===== config.mk =====
export PLATFORM = sky130hd
export DESIGN_NAME = trig_scaler
export DESIGN_NICKNAME = d
export VERILOG_FILES = /design/src/rtl/trig_scaler_pkg.sv /design/src/rtl/scaler_window_timer.sv /design/src/rtl/trig_scaler.sv
export SDC_FILE = /design/constraint.sdc
export NUM_CORES = 1
export LEC_CHECK = 0
export ABC_AREA = 1
export CAP_MARGIN = 20
export CELL_PAD_IN_SITES_DETAIL_PLACEMENT = 0
export CELL_PAD_IN_SITES_GLOBAL_PLACEMENT = 2
export CORE_MARGIN = 2
export CORE_UTILIZATION = 27
export CTS_CLUSTER_SIZE = 16
export DETAILED_ROUTE_END_ITERATION = 8
export GPL_ROUTABILITY_DRIVEN = 0
export PLACE_DENSITY = 0.83
export REMOVE_ABC_BUFFERS = 1
export SLEW_MARGIN = 20
export SYNTH_ARGS = -nofsm -noshare
export SYNTH_HDL_FRONTEND = slang
export SYNTH_SLANG_ARGS = --single-unit
export TNS_END_PERCENT = 100

===== constraint.sdc =====
create_clock -name CLK -period 1.75 [get_ports CLK]
set_clock_uncertainty 0.05 [all_clocks]
set_input_delay 0.175 -clock CLK [delete_from_list [all_inputs] [get_ports CLK]]
set_output_delay 0.175 -clock CLK [all_outputs]
set_load 0.01 [all_outputs]

===== src/rtl/trig_scaler_pkg.sv =====
// trig_scaler_pkg: shared types and default widths for the trigger scaler.
//   state_e         - scaler FSM states (StIdle, StRun)
//   DefWidth        - default count/result width
//   DefPeriodWidth  - default window-length register width
//   DefHoldoffWidth - default holdoff register width
package trig_scaler_pkg;

    typedef enum logic [0:0] {
        StIdle = 1'b0,
        StRun  = 1'b1
    } state_e;

    localparam int unsigned DefWidth        = 16;
    localparam int unsigned DefPeriodWidth  = 24;
    localparam int unsigned DefHoldoffWidth = 8;

endpackage


===== src/rtl/scaler_window_timer.sv =====
// scaler_window_timer: window length capture and window position counter.
//   clk_i      - system clock
//   rst_i      - synchronous active-high reset
//   start_i    - idle-to-run transition this cycle; captures period_i, restarts count
//   run_i      - window is running this cycle
//   period_i   - window length minus 1
//   terminal_o - current cycle is the last cycle of the window
module scaler_window_timer #(
    parameter int unsigned PERIOD_WIDTH = 24
) (
    input  logic                    clk_i,
    input  logic                    rst_i,
    input  logic                    start_i,
    input  logic                    run_i,
    input  logic [PERIOD_WIDTH-1:0] period_i,
    output logic                    terminal_o
);

    logic [PERIOD_WIDTH-1:0] period_q, period_d;
    logic [PERIOD_WIDTH-1:0] cnt_q, cnt_d;

    assign terminal_o = run_i && (cnt_q == period_q);

    always_comb begin
        period_d = period_q;
        cnt_d    = '0;
        if (start_i) begin
            period_d = period_i;
        end else if (run_i) begin
            if (terminal_o) begin
                // Reload at the boundary so mid-window changes apply to the next window.
                period_d = period_i;
            end else begin
                cnt_d = cnt_q + PERIOD_WIDTH'(1);
            end
        end
    end

    always_ff @(posedge clk_i) begin
        if (rst_i) begin
            period_q <= '0;
            cnt_q    <= '0;
        end else begin
            period_q <= period_d;
            cnt_q    <= cnt_d;
        end
    end

endmodule


===== src/rtl/trig_scaler.sv =====
// trig_scaler: counts single-cycle trigger pulses over a programmable window and
// publishes the saturated count with a one-cycle valid strobe.
//   CLK, RST    - clock and synchronous active-high reset
//   PULSE_I     - one event per high cycle
//   ENABLE_I    - run windows back to back while high
//   PERIOD_I    - window length minus 1
//   HOLDOFF_I   - dead cycles after an accepted pulse (only with SCALER_HOLDOFF_EN)
//   COUNT_O     - count of the last completed window
//   VALID_O     - strobe when COUNT_O updates
//   OVERFLOW_O  - the published count saturated
// Build option: define SCALER_HOLDOFF_EN to enable the pulse holdoff counter.
module trig_scaler
    import trig_scaler_pkg::*;
#(
    parameter int unsigned WIDTH         = DefWidth,
    parameter int unsigned PERIOD_WIDTH  = DefPeriodWidth,
    parameter int unsigned HOLDOFF_WIDTH = DefHoldoffWidth
) (
    input  logic                     CLK,
    input  logic                     RST,
    input  logic                     PULSE_I,
    input  logic                     ENABLE_I,
    input  logic [PERIOD_WIDTH-1:0]  PERIOD_I,
    input  logic [HOLDOFF_WIDTH-1:0] HOLDOFF_I,
    output logic [WIDTH-1:0]         COUNT_O,
    output logic                     VALID_O,
    output logic                     OVERFLOW_O
);

    localparam logic [WIDTH-1:0] AccMax = '1;

    state_e            state_q, state_d;
    logic [WIDTH-1:0]  acc_q, acc_d;
    logic              win_ovf_q, win_ovf_d;
    logic [WIDTH-1:0]  count_q, count_d;
    logic              ovf_q, ovf_d;
    logic              valid_q, valid_d;

    logic start, run, terminal, accept, hold_ok;

    assign start  = (state_q == StIdle) && ENABLE_I;
    assign run    = (state_q == StRun) && ENABLE_I;
    assign accept = run && PULSE_I && hold_ok;

    scaler_window_timer #(
        .PERIOD_WIDTH(PERIOD_WIDTH)
    ) u_timer (
        .clk_i     (CLK),
        .rst_i     (RST),
        .start_i   (start),
        .run_i     (run),
        .period_i  (PERIOD_I),
        .terminal_o(terminal)
    );

`ifdef SCALER_HOLDOFF_EN
    logic [HOLDOFF_WIDTH-1:0] hold_q, hold_d;

    assign hold_ok = (hold_q == '0);

    always_comb begin
        hold_d = hold_q;
        if (!run) begin
            // Holdoff only lives while running; leaving RUN clears it.
            hold_d = '0;
        end else if (accept) begin
            hold_d = HOLDOFF_I;
        end else if (!hold_ok) begin
            hold_d = hold_q - HOLDOFF_WIDTH'(1);
        end
    end

    always_ff @(posedge CLK) begin
        if (RST) begin
            hold_q <= '0;
        end else begin
            hold_q <= hold_d;
        end
    end
`else
    logic unused_holdoff;
    assign unused_holdoff = ^HOLDOFF_I;
    assign hold_ok        = 1'b1;
`endif

    always_comb begin
        state_d = state_q;
        unique case (state_q)
            StIdle:  if (ENABLE_I) state_d = StRun;
            StRun:   if (!ENABLE_I) state_d = StIdle;
            default: state_d = StIdle;
        endcase
    end

    always_comb begin
        acc_d     = acc_q;
        win_ovf_d = win_ovf_q;
        count_d   = count_q;
        ovf_d     = ovf_q;
        valid_d   = 1'b0;
        if (accept) begin
            if (acc_q == AccMax) begin
                win_ovf_d = 1'b1;
            end else begin
                acc_d = acc_q + WIDTH'(1);
            end
        end
        // acc_d/win_ovf_d already include the terminal cycle's own pulse.
        if (terminal) begin
            count_d   = acc_d;
            ovf_d     = win_ovf_d;
            valid_d   = 1'b1;
            acc_d     = '0;
            win_ovf_d = 1'b0;
        end
        if (!run) begin
            acc_d     = '0;
            win_ovf_d = 1'b0;
        end
    end

    always_ff @(posedge CLK) begin
        if (RST) begin
            state_q   <= StIdle;
            acc_q     <= '0;
            win_ovf_q <= 1'b0;
            count_q   <= '0;
            ovf_q     <= 1'b0;
            valid_q   <= 1'b0;
        end else begin
            state_q   <= state_d;
            acc_q     <= acc_d;
            win_ovf_q <= win_ovf_d;
            count_q   <= count_d;
            ovf_q     <= ovf_d;
            valid_q   <= valid_d;
        end
    end

    assign COUNT_O    = count_q;
    assign VALID_O    = valid_q;
    assign OVERFLOW_O = ovf_q;

endmodule


==> results of run 1 <==
==> metal layers <==
layer	share of wire, %	wire, um	up-vias	GRT usage, %
li1	-	-	2379	-
met5	0	0	-	0
met4	1.2	150	0	4.106
met2	50	6228	44	25.54
met1	46	5739	2019	16.71
met3	3.4	429	11	4.552
==> cell families (layout without fill, tap and decap cells) <==
family	count (synthesis)	after routing	share of synthesized area (%)
and+or+nand+nor	417	418	40.75
buffers and inverters	117	243	11.64
DFF	84	84	38.25
AOI/OAI and AO/OA	54	54	6.403
xor gates and xnor gates	12	12	2.390
adders and majority gates	2	2	0.5691
==> registers in the layout, summed over array words and instances, names as in the netlist <==
| register | flops |
|---|---|
| u_timer.period_q | 24 |
| state_q | 1 |
| COUNT_O | 16 |
| u_timer.cnt_q | 24 |
| acc_q | 16 |
| OVERFLOW_O | 1 |
| VALID_O | 1 |
| win_ovf_q | 1 |
==> timing repair <==
action / 4_1_cts / 5_1_grt
hold buffers: 0 / 0
pin swaps: 2 / 16
gates resized for setup: 10 / 92
gates cloned: 1 / 3
buffers inserted: 0 / 7
setup endpoints to repair: 80 / 83
==> stage by stage <==
stage | setup WS [ns] | hold WS, ns
finish | 0.02009 | 0.4079
global route | -0.08790 | 0.4166
CTS | 0.003212 | 0.3916
detailed placement | -0.1813 | 0.4057
global placement | -0.1272 | 0.4016
floorplan | -0.2766 | 0.1941
==> placed cells by master, fill, tap and decap left out, drive strengths merged <==
cell type        n
nand3           51
nor2b            1
buf             85
dfxtp           84
xor2            10
or2              6
o21ai           14
xnor2            2
nand2          208
o22ai            1
nor2           121
nand4           12
a21oi           34
nor3            16
ha               2
o21bai           3
nor3b            2
clkbuf          14
clkinv           1
nor4             1
a31oi            2
inv             98
clkdlybuf4s50   45
==> final timing paths <==
path                          start                    to  slack [ns]  cells past startpoint
setup / recovery  u_timer.cnt_q[11]  u_timer.period_q[18]        0.02                     12
hold / removal          PERIOD_I[3]   u_timer.period_q[3]        0.41                      5
setup reg to reg  u_timer.cnt_q[11]  u_timer.period_q[18]        0.02                     12
hold reg to reg   u_timer.cnt_q[23]     u_timer.cnt_q[23]        0.41                      2
==> worst max-delay path, delay by kind of cell (launching register included) <==
family | cells | cell delay (ns)
buffers and inverters | 2 | 0.21
AND/OR/NAND/NOR | 10 | 0.98
flip-flops | 1 | 0.37
==> final cells by class <==
class	count	area (sq um)	area share, %
multi-input cells	486	2486	39.04
flip-flops and latches	84	1723	27.05
repair buffers	132	1271	19.96
inverters	99	371.6	5.835
well taps	216	270.3	4.244
clock buffers	12	246.5	3.870
==> power groups by stage <==
| stage | registers (mW) | logic [mW] | clock network, mW |
|---|---|---|---|
| after CTS | 1.99 | 0.402 | 1.76 |
| final | 2.00 | 0.443 | 1.69 |
| after floorplan | 2.02 | 0.202 | 0 |
| after detailed placement | 2.04 | 0.382 | 0 |
| after global routing | 2.00 | 0.500 | 1.82 |
| after global placement | 2.03 | 0.380 | 0 |
==> results.cfg, run 1 <==
[critical_path]
slowest_delay_ns = 0.37
worstPathArrival_ns = 1.92
cp.required_ns = 1.94
end_kind = flop
cp_common_cell = nand2_1
startpoint_type = flop
worstPathMaxFanout = 6
slowest_stage = dfxtp_4
path_cells = inv_2, nand2_1, nand2_1, nor2_2, nand2_2, nor2_4, nand3_4, nand2_8, clkbuf_16, nand3_1, nand2_1, nor2_1
critPathKind = reg -> reg

[detailed_routing]
drc = 0
dr.pass1.iters = 4
vias_per_cell = 4.328
wl_per_cell_um = 12.19
first_iter_violations = 148
totalWireLength_um = 12550
vias = 4453
ant_nets = 0

[synth]
synth_area_sq_um = 4397
yosysTopAreaCellShare_pct = 38.25
synth_cell_types = 36
ys_seq_area_share_pct = 38.25
avgSynthCellArea_sq_um = 6.409
ys_ff_latch = 84
synth.area.top_cells = dfxtp_1, nand2_1, nor2_1
yosysMostFrequentCell = nand2_1
synth_edf_count = 0
synth_ff_type = dfxtp_1
synthCells = 686
synth_top_area_cell = dfxtp_1
synth_common_cells = nand2_1, nor2_1, inv_1, dfxtp_1, nand3_1
yosysWarnings = 0
synthArstFlopShare_pct = 0

[timing]
min_period_ns = 1.730
timing.slew.headroom_pct = 78.31
hold_viol_final = 0
tns_ns = 0
rsz0062_at_grt = yes
tightest_slew_ns = 0.3228
slew_viol_final = 0
finalSetupViolCount = 0
post-route-period-util_pct = 98.85
fmax_ghz = 0.5781

[global_routing]
grt_max_degree = 28
grt_antenna_before_repair = 0
grt_first_pass_wirelength_um = 20150
grt_overflow = 0
grtUsageTotal_pct = 14.44
grt_pass1_vias = 4305

[power]
netSwitchingPower_mw = 0.9880
max-vdd-ir-drop_mv = 0.4840
seq_power_share_pct = 48.4
comb_power_share_pct = 10.7
p_leak_nw = 2.644
internal-power_mw = 3.139
pwr-share-clk_pct = 40.8
netSwitchingFraction_pct = 23.94
p_per_area_nw_per_um2 = 648.0
finalPower_mw = 4.127

[cts]
numCtsBuffers = 9
cts_tree = yes
htreeDepth = 3
cts_buffer_depth = 2
cts-root-buf = clkbuf_16
cts.clk_slew.worst_paths_ns = 0.06
clk_latency_ns = 0.35
clock_sinks = 84

[finish]
design_area_sq_um = 6369
final_net_count = 850
drive_above_1_share_pct = 26.45
final_cells = 1029
utilization_pct = 40.09
fillCellCount = 1661
area_delta_synth_final_pct = 44.85
insertedDiodeCount = 0

[placed_design]
port_buffers = 45
hpwl_um = 9031
dpl_cell_area_sq_um = 5668
place_inst = 1006

[die]
core_sq_um = 15890
dieHeight_um = 131.6
io_pins = 54
die_area_sq_um = 17320
initial_core_util_pct = 27.68
rows = 46
die_w_um = 131.6

[status]
status = complete, no violations

[job]
cap_violations = 0

[worst_hold_path]
hp-class = in -> reg
Power figures use the tool's default switching activity.
==> run 2: changes to the inputs <==
--- a/config.mk
+++ b/config.mk
@@ -5,16 +5,15 @@
 export SDC_FILE = /design/constraint.sdc
 export NUM_CORES = 1
 export LEC_CHECK = 0
-export ABC_AREA = 1
 export CAP_MARGIN = 20
 export CELL_PAD_IN_SITES_DETAIL_PLACEMENT = 0
 export CELL_PAD_IN_SITES_GLOBAL_PLACEMENT = 2
 export CORE_MARGIN = 2
-export CORE_UTILIZATION = 27
+export CORE_UTILIZATION = 30
 export CTS_CLUSTER_SIZE = 16
 export DETAILED_ROUTE_END_ITERATION = 8
 export GPL_ROUTABILITY_DRIVEN = 0
-export PLACE_DENSITY = 0.83
+export PLACE_DENSITY = 0.84
 export REMOVE_ABC_BUFFERS = 1
 export SLEW_MARGIN = 20
 export SYNTH_ARGS = -nofsm -noshare
==> results.cfg, run 2 <==
[synth]
synth_edf_count = 0
yosysMostFrequentCell = nor2_1
avgSynthCellArea_sq_um = 9.260
synthCells = 384
ys_seq_area_share_pct = 47.29
synthArstFlopShare_pct = 0
synth_area_sq_um = 3556
yosysTopAreaCellShare_pct = 47.29
synth_cell_types = 28
synth_common_cells = nor2_1, dfxtp_1, xor2_1, mux2i_1, nand2_1
yosysWarnings = 0
synth.area.top_cells = dfxtp_1, xor2_1, nor2_1
ys_ff_latch = 84
synth_top_area_cell = dfxtp_1
synth_ff_type = dfxtp_1

[power]
netSwitchingFraction_pct = 22.27
finalPower_mw = 4.131
p_per_area_nw_per_um2 = 738.7
netSwitchingPower_mw = 0.9198
pwr-share-clk_pct = 42.1
internal-power_mw = 3.211
max-vdd-ir-drop_mv = 0.3621
comb_power_share_pct = 9.8
p_leak_nw = 2.257
seq_power_share_pct = 48.0

[critical_path]
slowest_delay_ns = 0.32
path_cells = xor2_1, nor4_1, buf_4, nand4_1, buf_6, nor3_4, buf_4, clkbuf_16, nor2_1, a211oi_1
worst_r2r_endpoint = COUNT_O[1]
path_buf_inv = 4
crit_path_start = u_timer.period_q[7]
critical_path_depth = 10
end_kind = flop
rrSetupSlack_ns = -0.28
startpoint_type = flop
reg2regPathDepth = 10
worstPathMaxFanout = 7
path_delay_family = buffers and inverters
cp_common_cell = buf_4
cp.required_ns = 1.94
cp-endpoint = COUNT_O[1]
slowest_stage = dfxtp_2
critPathKind = reg -> reg
r2r-start = u_timer.period_q[7]
worstPathArrival_ns = 2.22

[global_routing]
grt_max_degree = 35
grtUsageTotal_pct = 14.56
grt_antenna_before_repair = 0
grt_first_pass_wirelength_um = 14750
grt_overflow = 0
grt_pass1_vias = 3110

[detailed_routing]
first_iter_violations = 115
dr.pass1.iters = 6
totalWireLength_um = 9522
dr_wl_met3_um = 275
wl_met2_um = 4546
drt-met1-wl_um = 4532
drc = 2
routed.top_layer = met4
vias = 3169
wl_per_cell_um = 14.17
ant_nets = 0
vias_per_cell = 4.716

[cts]
cts_tree = yes
cts-root-buf = clkbuf_16
numCtsBuffers = 9
clock_sinks = 84
cts.clk_slew.worst_paths_ns = 0.06
cts_buffer_depth = 2
htreeDepth = 3
clk_latency_ns = 0.34

[finish]
final_common_cell = buf_4
layout_common_cells = buf_4, dfxtp_1, nor2_1
area_delta_synth_final_pct = 57.25
insertedDiodeCount = 0
reg_top3 = u_timer.cnt_q: 24 flops, u_timer.period_q: 24 flops
final_cells = 672
final_net_count = 563
drive_above_1_share_pct = 33.08
design_area_sq_um = 5592

[placed_design]
hpwl_um = 6004
place_inst = 637
dpl_cell_area_sq_um = 4751
port_buffers = 45

[timing]
slew_viol_final = 0
hold_viol_final = 0
timing.slew.headroom_pct = 73.82
rsz0062_at_grt = yes
fmax_ghz = 0.4931
finalSetupViolCount = 83
min_period_ns = 2.028
holdWs_ns = 0.3936
setup_ws_ns = -0.2781
tightest_slew_ns = 0.3886
post-route-period-util_pct = 115.9

[status]
status = complete, but fails checks
failed_checks = design-rule violations, negative setup slack

[die]
initial_core_util_pct = 30.88
die_w_um = 112.9
dieHeight_um = 112.9
die_area_sq_um = 12740
rows = 39
core_sq_um = 11520
io_pins = 54

[job]
cap_violations = 0

[worst_hold_path]
hp-class = in -> reg
==> run 2: worst min-delay path by stage <==
stage	from	endpoint	slack, ns	cells past startpoint
finish	PERIOD_I[14]	u_timer.period_q[14]	0.39	3
detailed placement	COUNT_O[6]	COUNT_O[6]	0.45	2
global route	PERIOD_I[0]	u_timer.period_q[0]	0.41	3
global placement	COUNT_O[4]	COUNT_O[4]	0.44	2
floorplan	RST	state_q	0.19	1
CTS	PERIOD_I[14]	u_timer.period_q[14]	0.40	3
==> run 2: routing by layer <==
metal | GRT usage [%] | vias up
li1 | - | 1583
met1 | 19.26 | 1529
met2 | 23.86 | 47
met3 | 2.196 | 10
met4 | 6.098 | 0
met5 | 0 | -
==> run 2: through the flow <==
step	TNS [ns]	setup slack [ns]	utilization [%]
floorplan	-64.17	-1.014	-
global placement	-19.82	-0.2787	41.25
detailed placement	-20.80	-0.3069	41.25
CTS	-14.80	-0.2319	45.30
global route	-29.36	-0.4286	48.56
finish	-16.86	-0.2781	48.56
==> run 2: timing repair <==
item,CTS,global route
hold buffers,0,0
cloned,4,4
pin swaps,16,21
endpoints found under the setup margin,83,83
resized for setup,27,70
setup buffers,5,9
==> run 2: worst reg2reg max path: cells and delay by family (launching register included) <==
kind	cells	cell delay, ns
flops	1	0.32
compound gates	1	0.22
buf+inv	4	0.63
xor+xnor	1	0.15
simple gates	4	0.57
==> run 2: final cells by class <==
type / instances / area, sq um
inverters: 6 / 22.52
multi-input cells: 278 / 2053
fillers: 1126 / 5924
well taps: 143 / 178.9
flip-flops and latches: 84 / 1689
clock inverters: 2 / 10.01
clock buffers: 13 / 260.3
repair buffers: 146 / 1378
==> run 2: power by group through the flow <==
stage	Combinational, mW	Clock [mW]	Sequential [mW]
global placement	0.337	0	2.02
global route	0.434	1.86	1.99
finish	0.406	1.74	1.98
floorplan	0.141	0	2.02
detailed placement	0.342	0	2.02
CTS	0.380	1.77	1.98
==> run 2: cell families (layout without fill, tap and decap cells) <==
| logic type | count (synthesis) | in the layout | share of synthesized area, % |
|---|---|---|---|
| AND/OR/NAND/NOR | 169 | 169 | 21.99 |
| flip-flops | 84 | 84 | 47.29 |
| XOR/XNOR | 57 | 57 | 14.04 |
| multiplexers | 31 | 31 | 8.726 |
| buffers and inverters | 22 | 167 | 3.167 |
| AO/OA/AOI/OAI | 19 | 19 | 4.081 |
| adder cells (fa/ha/maj) | 2 | 2 | 0.7036 |
==> run 3: changes to the inputs <==
--- a/config.mk
+++ b/config.mk
@@ -9,14 +9,14 @@
 export CELL_PAD_IN_SITES_DETAIL_PLACEMENT = 0
 export CELL_PAD_IN_SITES_GLOBAL_PLACEMENT = 2
 export CORE_MARGIN = 2
-export CORE_UTILIZATION = 30
+export CORE_UTILIZATION = 31
 export CTS_CLUSTER_SIZE = 16
 export DETAILED_ROUTE_END_ITERATION = 8
-export GPL_ROUTABILITY_DRIVEN = 0
 export PLACE_DENSITY = 0.84
 export REMOVE_ABC_BUFFERS = 1
 export SLEW_MARGIN = 20
 export SYNTH_ARGS = -nofsm -noshare
 export SYNTH_HDL_FRONTEND = slang
+export SYNTH_HIERARCHICAL = 1
 export SYNTH_SLANG_ARGS = --single-unit
 export TNS_END_PERCENT = 100
==> results.cfg, run 3 <==
[cts]
clk_latency_ns = 0.34
cts_buffer_depth = 2
postCtsHoldBufs = 0
cts.clk_slew.worst_paths_ns = 0.06
clock_sinks = 84
cts_tree = yes
cts-root-buf = clkbuf_16
htreeDepth = 3
numCtsBuffers = 9

[global_routing]
grt_overflow = 0
grt_pass1_vias = 3560
grt_first_pass_wirelength_um = 16690
grt_antenna_before_repair = 0
grt_max_degree = 45
grtUsageTotal_pct = 14.71

[die]
io_pins = 54
core_sq_um = 12620
die_area_sq_um = 13840
initial_core_util_pct = 31.72
rows = 41
die_w_um = 117.6
dieHeight_um = 117.6

[finish]
ff_latch_area_sq_um = 1700
layout_common_cells = dfxtp_1, buf_4, nand2b_1
final_cells = 733
design_area_sq_um = 6017
area_delta_synth_final_pct = 50.33
insertedDiodeCount = 0
final_net_count = 594
drive_above_1_share_pct = 32.44
utilization_pct = 47.68
fillCellCount = 1207
reg_top3 = u_timer/cnt_q: 24 flops, u_timer/period_q: 24 flops
multi_input_area_sq_um = 2450

[synth]
synth_cell_types = 51
synthCells = 435
yosysTopAreaCellShare_pct = 42.01
synth.area.top_cells = dfxtp_1, xnor2_1, nand2b_1
ys_ff_latch = 84
synth_edf_count = 0
synth_fa_ha_area_share_pct = 0.6252
synth_xor_area_share_pct = 10.28
avgSynthCellArea_sq_um = 9.201
synth-compound-area-share_pct = 9.190
synth_top_family_by_area = simple AND/OR/NAND/NOR gates
synth_top_area_cell = dfxtp_1
synthMuxAreaShare_pct = 6.002
yosysMostFrequentCell = dfxtp_1
ys_seq_area_share_pct = 42.01
synthArstFlopShare_pct = 0
synth_common_cells = dfxtp_1, nand2b_1, nor2_1, xnor2_1, mux2i_1
synth_ff_type = dfxtp_1
yosysWarnings = 6
synth_simple_gate_area_share_pct = 28.10
synth_area_sq_um = 4003

[critical_path]
critPathKind = reg -> reg
path_cells = xnor2_1, nand4_1, nor4_4, buf_4, a2111o_2, buf_12, clkbuf_16, nor2_1
r2r-start = u_timer/cnt_q[22]
startpoint_type = flop
end_kind = flop
worstPathArrival_ns = 2.14
cp.required_ns = 1.98
rrSetupSlack_ns = -0.16
reg2regPathDepth = 8
slowest_delay_ns = 0.55
slowest_stage = a2111o_2
worstPathMaxFanout = 6
worst_r2r_endpoint = u_timer/cnt_q[6]

[timing]
hold_viol_final = 0
finalSetupViolCount = 78
tns_ns = -4.230
fmax_ghz = 0.5230
rsz0062_at_grt = yes
timing.slew.headroom_pct = 70.33
tightest_slew_ns = 0.4393
holdWs_ns = 0.2263
post-route-period-util_pct = 109.3
slew_viol_final = 0
min_period_ns = 1.912
setup_ws_ns = -0.1620

[power]
p_leak_nw = 2.120
max-vdd-ir-drop_mv = 0.4500
finalPower_mw = 4.548
p_per_area_nw_per_um2 = 755.9
seq_power_share_pct = 43.7
pwr-share-clk_pct = 48.5
netSwitchingFraction_pct = 21.72
internal-power_mw = 3.560
netSwitchingPower_mw = 0.9880
comb_power_share_pct = 7.9

[detailed_routing]
vias_per_cell = 4.767
totalWireLength_um = 10520
first_iter_violations = 111
wl_per_cell_um = 14.35
vias = 3494
dr.pass1.iters = 4
drc = 0
ant_nets = 0

[placed_design]
dp_slack_ns = -0.3881
place_inst = 706
hpwl_um = 7110
gp_congestion = 0.8532
port_buffers = 45
dpl_cell_area_sq_um = 5175

[worst_hold_path]
hp-class = in -> reg
whs_endpoint = state_q
hp-start = RST
hold_path_depth = 2

[status]
failed_checks = negative setup slack
status = complete, but fails checks

[job]
cap_violations = 0
==> run 3: metal layers <==
layer	wire length [um]	vias up	GRT usage, %
li1	-	1775	-
met2	5280	63	25.33
met3	338	17	3.246
met1	4765	1639	17.89
met5	0	-	0
met4	135	0	5.572
==> run 3: power groups by stage <==
stage	clock network [mW]	registers, mW	logic (mW)
3_3_place_gp	0	2.02	0.312
4_1_cts	2.25	1.98	0.338
2_1_floorplan	0	2.02	0.157
5_1_grt	2.32	1.99	0.386
6_report	2.20	1.99	0.358
3_5_place_dp	0	2.02	0.317
==> run 3: final cells by class <==
class | count | area share [%]
clock buffer | 9 | 3.743
clock inverter | 7 | 2.038
inverter | 10 | 0.6238
multi-input combinational | 320 | 40.72
sequential | 84 | 28.26
tap | 172 | 3.577
timing repair buffer | 131 | 21.04
==> run 3: cells by family (layout without fill, tap and decap cells) <==
| family | after synthesis | after routing |
|---|---|---|
| simple gates | 197 | 197 |
| flops | 84 | 84 |
| compound gates | 50 | 50 |
| xor+xnor | 47 | 47 |
| buf+inv | 31 | 157 |
| mux | 24 | 24 |
| fa+ha+maj | 2 | 2 |
==> run 3: worst max path at each step <==
stage,startpoint,endpoint,cells after the start
finish,u_timer/cnt_q[22],u_timer/cnt_q[6],8
global route,u_timer/period_q[3],u_timer/cnt_q[5],8
detailed placement,ENABLE_I,COUNT_O[6],6
global placement,ENABLE_I,COUNT_O[4],7
floorplan,u_timer/cnt_q[13],acc_q[12],8
CTS,u_timer/cnt_q[1],COUNT_O[2],7
==> run 3: worst max-delay path: cells and delay by family, from the launching register on <==
family	cells	cell delay (ns)
and+or+nand+nor	3	0.34
buffers and inverters	3	0.45
DFF	1	0.34
xor gates and xnor gates	1	0.12
AOI/OAI and AO/OA	1	0.55
==> run 3: repair_timing <==
item                                    CTS  global route
gates resized for setup                  43            49
endpoints found under the hold margin     0             0
setup buffers                             6             2
gates cloned                              2             3
endpoints found under the setup margin   56            83
pin swaps                                25            11
==> variant 1: new RTL, settings of run 3 <==
The option `SCALER_HOLDOFF_EN` is turned on by a define.
--- a/src/rtl/trig_scaler.sv
+++ b/src/rtl/trig_scaler.sv
@@ -10,4 +10,6 @@
 //   OVERFLOW_O  - the published count saturated
 // Build option: define SCALER_HOLDOFF_EN to enable the pulse holdoff counter.
+`define SCALER_HOLDOFF_EN
+
 module trig_scaler
     import trig_scaler_pkg::*;
Behaviour: not the same (Yosys sat finds a counterexample within 4 cycles, from zero or initial values and one cycle with RST high).
==> variant 1 against run 3 <==
Routed wire length up 17%. Via count up 16%. Setup slack worse by 0.084 ns. Clock power down 13%. Area after synthesis up 13%. Final area up 21%. Die area up 12%. Sequential cell count up 8. The run still ends with setup timing left. Total power down 0.26%.
==> variant 1: results (changes against run 3) <==
.. list-table::
   :header-rows: 1

   * - Metric
     - Value
   * - Num rows
     - 44 (+7.3%)
   * - Number of instances on the worst hold path
     - 3 (+1)
   * - Status
     - finished with violations
   * - Slew HR
     - 0.7137 (+0.01035)
   * - Violations in the final reports
     - setup timing
   * - Final std cell area, no fill
     - 7252 sq um (+21%)
   * - Arrival time of data at the critical path endpoint
     - 2.18 ns (+0.04 ns)
   * - Multi-input logic cell count
     - 364 (+14%)
   * - Final Non-Filler Cells
     - 843 (+15%)
   * - GP Congestion
     - 0.8248 (-3.3%)
   * - Internal Power
     - 3.499 mW (-1.7%)
   * - End point of the critical path
     - COUNT_O[12]
   * - Final routed wire length divided by cell count
     - 14.62 microns (+1.9%)
   * - Largest delay share family, worst path
     - simple AND/OR/NAND/NOR gates
   * - Count of non-CTS inverters in the layout
     - 9 (-1)
   * - Final critical-path setup slack
     - -0.2460 ns (-0.08396 ns)
   * - Dpl ws
     - -0.3640 ns (+0.02408 ns)
   * - Final setup vio count
     - 89 (+14%)
   * - Clock tree cell share of total cell area
     - 0.04037 (-0.01744)
   * - Number of signal-net buffers in the layout
     - 177 (+35%)
   * - Total routing resource utilization after global routing
     - 0.1609 (+0.01374)
   * - Total of buffers placed on input and output ports
     - 53 (+18%)
   * - Count of inserted antenna diode cells
     - 1 (+1)
   * - Pin count of the biggest net entering global routing
     - 52 (+16%)
   * - Static leakage power
     - 2.629 nW (+24%)
   * - Compound-gate portion of the synthesized area
     - 0.05399 (-0.03792)
   * - Filler cells
     - 1,255 (+4.0%)
   * - Cell Count Post-Placement
     - 793 (+12%)
## variant 1: cell count changes after synthesis, sizes merged, moves of 7 or more
cell / delta
nor2: +25
a211oi: +18
a311oi: -11
dfxtp: +8
xor2: +8
a21oi: -7
## variant 1: repair_timing
| item | in CTS | in global routing |
|---|---|---|
| gates cloned | 8 | 1 |
| endpoints found under the setup margin | 90 | 88 |
| setup buffers | 17 | 17 |
| resized for setup | 97 | 63 |
| pin swaps | 58 | 52 |
## variant 1: metal layers
layer	GRT usage	vias to the layer above	part of all wire
met5	0	-	0
met4	0.05882	0	0.022
met3	0.04983	27	0.039
met2	0.2806	88	0.52
met1	0.1846	1921	0.41
li1	-	2006	-
## variant 1: power groups by stage
stage                     registers [mW]  clock network (mW)  logic (mW)
after floorplan                     2.21                   0       0.184
after global placement              2.21                   0       0.373
after detailed placement            2.21                   0       0.376
after CTS                           2.17                1.98       0.451
after global routing                2.17                2.08       0.492
final                               2.17                1.91       0.455
==> variant 2: new RTL, flow settings as in run 3 <==
Without the edit above. Remove the register `valid_q`: a continuous assignment takes its place, so the output `VALID_O` follows one clock earlier.
--- a/src/rtl/trig_scaler.sv
+++ b/src/rtl/trig_scaler.sv
@@ -127,5 +127,4 @@
             count_q   <= '0;
             ovf_q     <= 1'b0;
-            valid_q   <= 1'b0;
         end else begin
             state_q   <= state_d;
@@ -134,7 +133,8 @@
             count_q   <= count_d;
             ovf_q     <= ovf_d;
-            valid_q   <= valid_d;
         end
     end
+
+    assign valid_q = valid_d;
 
     assign COUNT_O    = count_q;
Check against the original RTL: not equivalent (a bounded check fails within 4 cycles, from zero or initial values and one cycle with RST high).
==> variant 2 against run 3 <==
The run still ends with setup timing left. Combinational power is 8.7% higher. Total power is 2.7% lower. Final cell count is 0.14% lower. Worst hold slack worse by 0.080 ns. Final area is 2.4% lower. Setup slack worse by 0.043 ns. Largest cell class unchanged. Routed wire length is 1.6% lower. Sequential cell count is 1 lower. First-iteration DRC count is 36% higher. Area after synthesis is 0.75% lower. Non-clock buffer count is 4 higher.
==> variant 2: results (changes against run 3) <==
.. list-table::
   :header-rows: 1

   * - Metric
     - Value
   * - Status
     - finished with violations
   * - Violations in the final reports
     - setup timing
   * - Static leakage power
     - 2.117 nW (-0.14%)
   * - Largest fanout on the critical path
     - 4 (-2)
   * - Net count reported at finish
     - 593 (-0.17%)
   * - Highest metal layer with signal wires
     - met4
   * - Total Neg Setup Slack
     - -8.763 ns (-4.533 ns)
   * - 1st-iter DRT viols
     - 151 (+36%)
   * - Filler cells
     - 1,200 (-0.58%)
   * - Via count
     - 3,480 (-0.40%)
   * - Worst reg2reg startpoint
     - u_timer/period_q[18]
   * - Dominant cells by area after synthesis
     - dfxtp_1 42%, xnor2_1 9.0%, nand2b_1 7.9%, mux2i_1 6.0%, nor2_1 3.6%
   * - Compound-gate portion of the synthesized area
     - 0.08850 (-0.003400)
   * - Xor/xnor cell area share of the yosys netlist
     - 0.1036 (+0.0007774)
   * - Arrival time of data at the critical path endpoint
     - 1.73 ns (-0.41 ns)
   * - Adder-cell area share of the yosys netlist
     - 0.006299 (+0.00004726)
   * - Routed wl met2
     - 5181 microns (-1.9%)
   * - First-pass GRT wire length
     - 16,910 microns (+1.3%)
   * - Number of instances on the worst hold path
     - 3 (+1)
   * - Multiplexer area fraction after synthesis
     - 0.06047 (+0.0004537)
   * - Final critical-path setup slack
     - -0.2049 ns (-0.04288 ns)
   * - Met3 wire len
     - 426 microns (+26%)
   * - Slew HR
     - 0.7467 (+0.04339)
   * - Final routed wire length divided by cell count
     - 14.14 microns (-1.5%)
   * - Via count of the first global-routing pass
     - 3,505 (-1.5%)
   * - Total routing resource utilization after global routing
     - 0.1578 (+0.01072)
   * - Top cells by instance count after synthesis
     - 83 x dfxtp_1, 50 x nand2b_1, 41 x xnor2_1
   * - GP Congestion
     - 0.9052 (+6.1%)
   * - Delay of the slowest cell on the worst path
     - 0.37 ns (-0.18 ns)
   * - Total routed wire length on the met1 layer
     - 4587 microns (-3.7%)
   * - Worst setup path class
     - flip-flop to primary output
   * - Final setup vio count
     - 83 (+6.4%)
   * - Capture point of the worst reg-to-reg path
     - COUNT_O[14]
   * - Worst hold endpoint
     - COUNT_O[15]
   * - Max stage delay cell, worst path
     - dfxtp_1
   * - Largest voltage drop on the vdd net
     - 0.0004488 V (-0.28%)
   * - Sum of net half-perimeters after detailed placement
     - 6898 microns (-3.0%)
   * - Sequential-to-total area share from yosys stat
     - 0.4183 (-0.001864)
## variant 2: cell types whose count changed after synthesis, moves of 2 or more
cell             run 3  this run
a211oi_1             2         4
a41oi_1              3         1
and4_1               6         8
inv_1               10         7
nand2b_1            52        50
nor2_1              41        38
o21ai_0              6         0
o21ai_1              0        11
o31ai_1              4         1
or3_1                5         7
or4_1                3         1
## variant 2: kinds of logic after synthesis
family	after synthesis
AND/OR/NAND/NOR	196
buffers and inverters	28
multiplexers	24
flip-flops	83
XOR/XNOR	47
adder cells (fa/ha/maj)	2
AO/OA/AOI/OAI	50
## variant 2: worst max-delay path, delay by kind of cell, from the launching register on
family / cells / cell delay [ns]
simple gates: 3 / 0.79
xor+xnor: 1 / 0.12
buf+inv: 1 / 0.12
flops: 1 / 0.37
## variant 2: how the worst max path moves through the flow
stage	to	slack (ns)	cells past startpoint
2_1_floorplan	acc_q[12]	-0.59	8
5_1_grt	VALID_O	-0.34	5
3_5_place_dp	VALID_O	-0.46	6
4_1_cts	VALID_O	-0.19	5
3_3_place_gp	VALID_O	-0.44	6
6_report	VALID_O	-0.20	5
## variant 2: metrics by stage
| stage | hold WS, ns | cell area (sq um) | instances | power (mW) | setup WS [ns] |
|---|---|---|---|---|---|
| 2_1_floorplan | 0.1966 | 3859 | 409 | 2.154 | -0.5870 |
| 3_3_place_gp | 0.3901 | 5142 | 704 | 2.317 | -0.4385 |
| 3_5_place_dp | 0.3918 | 5142 | 704 | 2.323 | -0.4627 |
| 4_1_cts | 0.1486 | 5781 | 729 | 4.451 | -0.1902 |
| 5_1_grt | 0.1645 | 5871 | 732 | 4.587 | -0.3407 |
| 6_report | 0.1466 | 5871 | 732 | 4.425 | -0.2049 |
## variant 2: metal layers
layer / up-vias / GRT usage
met5: - / 0
li1: 1764 / -
met2: 68 / 0.2785
met4: 0 / 0.04000
met1: 1633 / 0.1896
met3: 15 / 0.04325
## variant 2: power by group
group,switching (mW),total (mW),leakage (nW),internal [mW]
clock network,0.754,2.07,0.165,1.32
registers,0.0306,1.96,0.677,1.93
logic,0.159,0.389,1.28,0.230
total,0.944,4.42,2.12,3.48
## variant 2: final cells by class
type / count / area, sq um / share of cell area
Clock buffer: 11 / 252.7 / 0.04305
Clock inverter: 5 / 75.07 / 0.01279
Inverter: 7 / 26.28 / 0.004476
Multi-Input combinational cell: 319 / 2297 / 0.3913
Sequential cell: 83 / 1672 / 0.2847
Tap cell: 172 / 215.2 / 0.03666
Timing Repair Buffer: 135 / 1333 / 0.2270
## variant 2: what timing repair did
item / CTS / global route
pin swaps: 34 / 10
endpoints found under the setup margin: 67 / 83
gates resized for setup: 45 / 21
setup buffers: 6 / 5
gates cloned: 5 / 1
